**src/rtl/uart_rx_fifo_pkg.sv**
```systemverilog
// Shared definitions for the UART receive FIFO.
// Contents: bus register addresses, STATUS bit positions and the STATUS
// byte packing helper. There are no ports.
package uart_rx_fifo_pkg;

    // Register select values on i_addr
    localparam logic REG_DATA   = 1'b0;
    localparam logic REG_STATUS = 1'b1;

    // STATUS byte layout
    localparam int ST_NE     = 0;
    localparam int ST_OV     = 1;
    localparam int ST_FULL   = 2;
    localparam int ST_CNT_LO = 3;
    localparam int ST_CNT_HI = 7;
    localparam int ST_CNT_W  = ST_CNT_HI - ST_CNT_LO + 1;

    function automatic logic [7:0] pack_status(input logic [ST_CNT_W-1:0] cnt,
                                               input logic full,
                                               input logic ov,
                                               input logic ne);
        logic [7:0] s;
        s                      = '0;
        s[ST_CNT_HI:ST_CNT_LO] = cnt;
        s[ST_FULL]             = full;
        s[ST_OV]               = ov;
        s[ST_NE]               = ne;
        return s;
    endfunction

endpackage

```
**src/rtl/uart_rx_fifo_ram.sv**
```systemverilog
// DEPTH x 8 storage for the receive FIFO.
// Ports: i_clk        write clock
//        i_we         write enable
//        i_waddr      write address
//        i_wdat       write data
//        i_raddr      read address (asynchronous read)
//        o_rdat       read data
// Storage is deliberately not reset.
module uart_fifo_ram #(
    parameter int DEPTH = 16,
    parameter int AW    = 4
) (
    input  logic          i_clk,
    input  logic          i_we,
    input  logic [AW-1:0] i_waddr,
    input  logic [7:0]    i_wdat,
    input  logic [AW-1:0] i_raddr,
    output logic [7:0]    o_rdat
);

    logic [7:0] mem [DEPTH];

    always_ff @(posedge i_clk) begin
        if (i_we) mem[i_waddr] <= i_wdat;
    end

    assign o_rdat = mem[i_raddr];

endmodule

```
**src/rtl/uart_rx_fifo.sv**
```systemverilog
// Receive buffer between the UART receiver and the CPU bus.
// Ports: i_clk      system clock
//        i_reset_n  asynchronous active-low reset
//        i_rx_dat   received byte, valid with i_rx_stb
//        i_rx_stb   one-cycle push strobe
//        i_addr     register select (0 = DATA, 1 = STATUS)
//        i_we       bus write enable
//        i_cyc      bus cycle active, may be held several clocks
//        i_wdat0    bit 0 of the bus write data (the STATUS flush bit)
//        o_dat      combinational read data of the selected register
//        o_int      registered level interrupt, count >= THRESH
module uart_rx_fifo
    import uart_rx_fifo_pkg::*;
#(
    parameter int DEPTH  = 16,
    parameter int THRESH = 1
) (
    input  logic       i_clk,
    input  logic       i_reset_n,
    input  logic [7:0] i_rx_dat,
    input  logic       i_rx_stb,
    input  logic       i_addr,
    input  logic       i_we,
    input  logic       i_cyc,
    input  logic       i_wdat0,
    output logic [7:0] o_dat,
    output logic       o_int
);

    localparam int        AW    = (DEPTH > 1) ? $clog2(DEPTH) : 1;
    localparam logic [AW:0] CNT_FULL = (AW+1)'(DEPTH);
    localparam logic [AW:0] CNT_THR  = (AW+1)'(THRESH);

    logic [AW-1:0] wr_ptr_q, wr_ptr_d, rd_ptr_q, rd_ptr_d;
    logic [AW:0]   count_q, count_d;
    logic          ov_q, ov_d;
    logic          dr_acc_q, sr_acc_q, sw_acc_q;
    logic          int_q;

    logic       dr_acc, sr_acc, sw_acc;
    logic       dr_edge, sr_edge, flush;
    logic       full, empty, push, pop, overrun;
    logic [7:0] head;

    // Bus accesses act only on their first cycle, so a held i_cyc acts once.
    assign dr_acc  = i_cyc & ~i_we & (i_addr == REG_DATA);
    assign sr_acc  = i_cyc & ~i_we & (i_addr == REG_STATUS);
    assign sw_acc  = i_cyc &  i_we & (i_addr == REG_STATUS);
    assign dr_edge = dr_acc & ~dr_acc_q;
    assign sr_edge = sr_acc & ~sr_acc_q;
    assign flush   = sw_acc & ~sw_acc_q & i_wdat0;

    assign full    = (count_q == CNT_FULL);
    assign empty   = (count_q == '0);
    assign pop     = dr_edge & ~empty;
    // A pop in the same cycle frees the slot, so a full FIFO still accepts.
    assign push    = i_rx_stb & (~full | pop);
    assign overrun = i_rx_stb & full & ~pop;

    always_comb begin
        wr_ptr_d = wr_ptr_q;
        rd_ptr_d = rd_ptr_q;
        count_d  = count_q;
        ov_d     = ov_q;
        if (flush) begin
            wr_ptr_d = '0;
            rd_ptr_d = '0;
            count_d  = '0;
            ov_d     = 1'b0;
        end else begin
            if (push) wr_ptr_d = wr_ptr_q + 1'b1;
            if (pop)  rd_ptr_d = rd_ptr_q + 1'b1;
            count_d = count_q + (AW+1)'(push) - (AW+1)'(pop);
            // A new overrun outranks the read-to-clear.
            if (overrun)      ov_d = 1'b1;
            else if (sr_edge) ov_d = 1'b0;
        end
    end

    always_ff @(posedge i_clk or negedge i_reset_n) begin
        if (!i_reset_n) begin
            wr_ptr_q <= '0;
            rd_ptr_q <= '0;
            count_q  <= '0;
            ov_q     <= 1'b0;
            dr_acc_q <= 1'b0;
            sr_acc_q <= 1'b0;
            sw_acc_q <= 1'b0;
            int_q    <= 1'b0;
        end else begin
            wr_ptr_q <= wr_ptr_d;
            rd_ptr_q <= rd_ptr_d;
            count_q  <= count_d;
            ov_q     <= ov_d;
            dr_acc_q <= dr_acc;
            sr_acc_q <= sr_acc;
            sw_acc_q <= sw_acc;
            int_q    <= (count_d >= CNT_THR);
        end
    end

    uart_fifo_ram #(.DEPTH(DEPTH), .AW(AW)) u_ram (
        .i_clk   (i_clk),
        .i_we    (push & ~flush),
        .i_waddr (wr_ptr_q),
        .i_wdat  (i_rx_dat),
        .i_raddr (rd_ptr_q),
        .o_rdat  (head)
    );

    // Head byte is presented during the access cycle, before the pop edge lands.
    always_comb begin
        o_dat = 8'h00;
        if (i_addr == REG_DATA) o_dat = empty ? 8'h00 : head;
        else o_dat = pack_status(ST_CNT_W'(count_q), full, ov_q, ~empty);
    end

    assign o_int = int_q;

endmodule

```
**config.mk**
```make
export PLATFORM = sky130hd
export DESIGN_NAME = uart_rx_fifo
export DESIGN_NICKNAME = d
export VERILOG_FILES = /design/src/rtl/uart_rx_fifo_pkg.sv /design/src/rtl/uart_rx_fifo_ram.sv /design/src/rtl/uart_rx_fifo.sv
export SDC_FILE = /design/constraint.sdc
export NUM_CORES = 1
export LEC_CHECK = 0
export BUFFER_PORTS_ARGS = -buffer_cell sky130_fd_sc_hd__buf_2
export CAP_MARGIN = 20
export CELL_PAD_IN_SITES_DETAIL_PLACEMENT = 0
export CELL_PAD_IN_SITES_GLOBAL_PLACEMENT = 2
export CORE_MARGIN = 2
export CORE_UTILIZATION = 51
export DETAILED_ROUTE_END_ITERATION = 10
export PLACE_DENSITY_LB_ADDON = 0.08
export SLEW_MARGIN = 10
export SYNTH_ARGS = -nofsm -noshare
export SYNTH_HDL_FRONTEND = slang
export SYNTH_HIERARCHICAL = 1
export SYNTH_SLANG_ARGS = --single-unit
```
**constraint.sdc**
```tcl
create_clock -name i_clk -period 6.5 [get_ports i_clk]
set_input_delay 0.975 -clock i_clk [delete_from_list [all_inputs] [get_ports i_clk]]
set_output_delay 0.975 -clock i_clk [all_outputs]
set_load 0.02 [all_outputs]
```
==> metrics <==
status finished with violations; failing checks design-rule violations; register area share after synthesis a little over two thirds; Compound-Gate Fraction of Synth Area 4.05%; top fanout value on the critical path 24; Final Skew about 10 ps; CP Launch Type flip-flop; CP Capture Type primary output; placed cells 490; Worst Path Arrival 2920 ps; mux share of post-synthesis cell area 13.0%; worst-path cell chain buf_4 > mux4_1 > a22oi_1 > nand2_1 > o22a_1 > buf_2; H-tree Lvls 4; Placement Rows 39; Finished Core Util 59.9%; worst path required time around 5500 ps; Initial Utilization between 50 and 60%; simple-gate portion of the synthesized area between 7 and 8%; die width ~110 um; non-filler cells, final 525; Post-synth ARST share 12.3%; Worst VDD drop 0.219 mV; # clock sinks 146; wire per inst about 22 um; fin crit period a little under 4000 ps; leading area contributor after synthesis edfxtp_1; Yosys top cell area share between 60% and 70%; Root Buffer clkbuf_16; gp weighted congestion between 0.7 and 0.8; RSZ-0062 raised after global routing no; grt ovf 0; pwr dens between 400 and 500 nW/um^2; largest cells by area after synthesis edfxtp_1 (63%), dfrtp_1 (7.4%), mux4_2 (6.7%), mux4_1 (6.0%), a22oi_1 (2.0%); Worst Tran Pin Value 851 ps; Seq cells post-synth 146; First-pass DRT Iterations 7; Peak Freq about 260 MHz; number of synthesized flops with an enable pin ~130; Tot GR Track Use 19.6%; Resized cells post-CTS 0; yosys warns 6; post-synthesis cell count 337; CTS tree yes; Max-Cap Viols 0; Bufs and invs on worst path 2; Die ar. approximately 13000 um^2; CTS buffer count 17; CP Class reg -> out; pre-CTS setup slack 2430 ps; final setup fails 0; Critical-path top delay cell mux4_1; worst hold path class in -> async; area share of fa/ha/maj cells after synthesis about 1.8%; Core Area 11500 um^2; Syn Nets 360; Post-CTS Setup Bufs 0; DR DRC count 4; die height approximately 110 um; crit-path max cell delay 650 ps; n_diodes 0; routed via count slightly above 3000; initial drt markers around 250; post-synthesis cell area a little over 6000 um^2; CP top delay family multiplexers; number of port buffers 23; initial antenna violation count 0; vias in the first global route 3032; DR vias/cell between 5 and 6; largest family of logic cells by synthesized area multiplexers; WL final approximately 12 mm; ANT nets after route 0; final worst slack between 2000 and 3000 ps; share of layout cells above drive strength 1 between 20% and 30%; final hold violations 0; # hold bufs at CTS 0; maximum buffer depth of the clock tree 2; Final period util 59.9%; max_slew headroom 43.0%; Clock transition at path regs roughly 60 ps; setup tns final 0 ps; clk_lat worst skew between 400 and 500 ps; DP Wirelength roughly 7.7 mm; Top FF cell, synth edfxtp_1; Ports 24; synthesis-to-finish area growth 13.3%; syn_area_per_cell between 15 and 20 um^2; global-route wire length before repair roughly 18 mm; NumNets Final 392; Leak 2.42 nW; Synth Area in XOR/XNOR under 10%; fin. max-slew vios 0; Unique masters post-synth 45; largest net degree at the start of global routing 36
-- layer usage --
metal / GRT usage [%] / up-vias / wire length (um)
met3: 4.61 / 8 / 459
met2: 30.5 / 72 / 5610
met5: 0 / - / 0
met4: 6.10 / 0 / 84
li1: - / 1413 / -
met1: 28.1 / 1589 / 5510
-- state kept, by name, summed over array words and instances, names as in the netlist --
name	cells
wr_ptr_q	4
rd_ptr_q	4
o_int	1
count_q	5
u_ram/mem	128
ov_q	1
dr_acc_q	1
sr_acc_q	1
sw_acc_q	1
-- logic make-up after synthesis --
kind of cell,count (synthesis)
muxes,34
buffers and inverters,21
and+or+nand+nor,83
DFF,146
adders and majority gates,8
xor gates and xnor gates,8
AOI/OAI and AO/OA,37
-- cell usage after synthesis, drive strengths merged, types with 2 or more instances --
cell type and number:
a21oi 7, a22oi 16, and2 2, buf 10, clkbuf 2, clkdlybuf4s25 3, dfrtp 18, edfxtp 128
ha 7, inv 6, mux2i 2, mux4 32, nand2 23, nand2b 3, nand3 6, nand3b 4
nor2 26, nor2b 3, nor3 4, o21ai 8, o22a 2, or4b 2, xnor2 5, xor2 3
-- report_power, final --
part / leakage, nW / switching (mW) / internal (mW)
combinational: 0.758 / 0.421 / 0.361
sequential: 1.38 / 0.133 / 1.14
clock: 0.283 / 0.345 / 0.636
total: 2.42 / 0.899 / 2.14
-- through the flow --
stage          hold slack (ps)  area [um^2]  total power [mW]
6_report                   482         6900              3.04
5_1_grt                    517         6900              3.19
4_1_cts                    500         6880              3.07
3_5_place_dp               544         6280              2.08
3_3_place_gp               545         6280              2.07
2_1_floorplan              518         6090              1.86
-- final timing paths --
check / endpoint / depth (start not counted) / startpoint / slack, ps
hold / removal: count_q[1]$_DFF_PN0_ / 1 / i_reset_n / 480
setup / recovery: o_dat[2] / 6 / rd_ptr_q[0]$_DFFE_PN0P_ / 2610
setup reg to reg: o_int$_DFF_PN0_ / 13 / count_q[2]$_DFF_PN0_ / 3320
max in group asynchronous: rd_ptr_q[1]$_DFFE_PN0P_ / 1 / i_reset_n / 5690
hold reg to reg: ov_q$_DFFE_PN0P_ / 2 / ov_q$_DFFE_PN0P_ / 550
min in group i_clk: ov_q$_DFFE_PN0P_ / 2 / ov_q$_DFFE_PN0P_ / 550
-- cell type report --
class	instances	area, um^2
clock buffers	20	437
clock inverters	12	164
fillers	855	4620
inverters	6	22.5
multi-input cells	170	1650
flip-flops and latches	146	4300
well taps	143	179
repair buffers	28	145
-- cell usage in the layout, fill, tap and decap left out, types with 3 or more instances in the layout --
cell type,instances
a21oi_1,7
a22oi_1,16
buf_2,25
bufinv_16,4
clkbuf_1,3
clkbuf_16,17
clkinv_1,3
clkinvlp_4,3
dfrtp_1,16
edfxtp_1,128
ha_1,7
inv_1,6
mux4_1,14
mux4_2,18
nand2_1,22
nand2b_1,3
nand3_1,6
nand3b_1,4
nor2_1,25
nor2b_1,3
nor3_1,4
o21ai_0,8
xnor2_1,5
xor2_1,3
No activity file was read; power rests on OpenSTA's default activity.
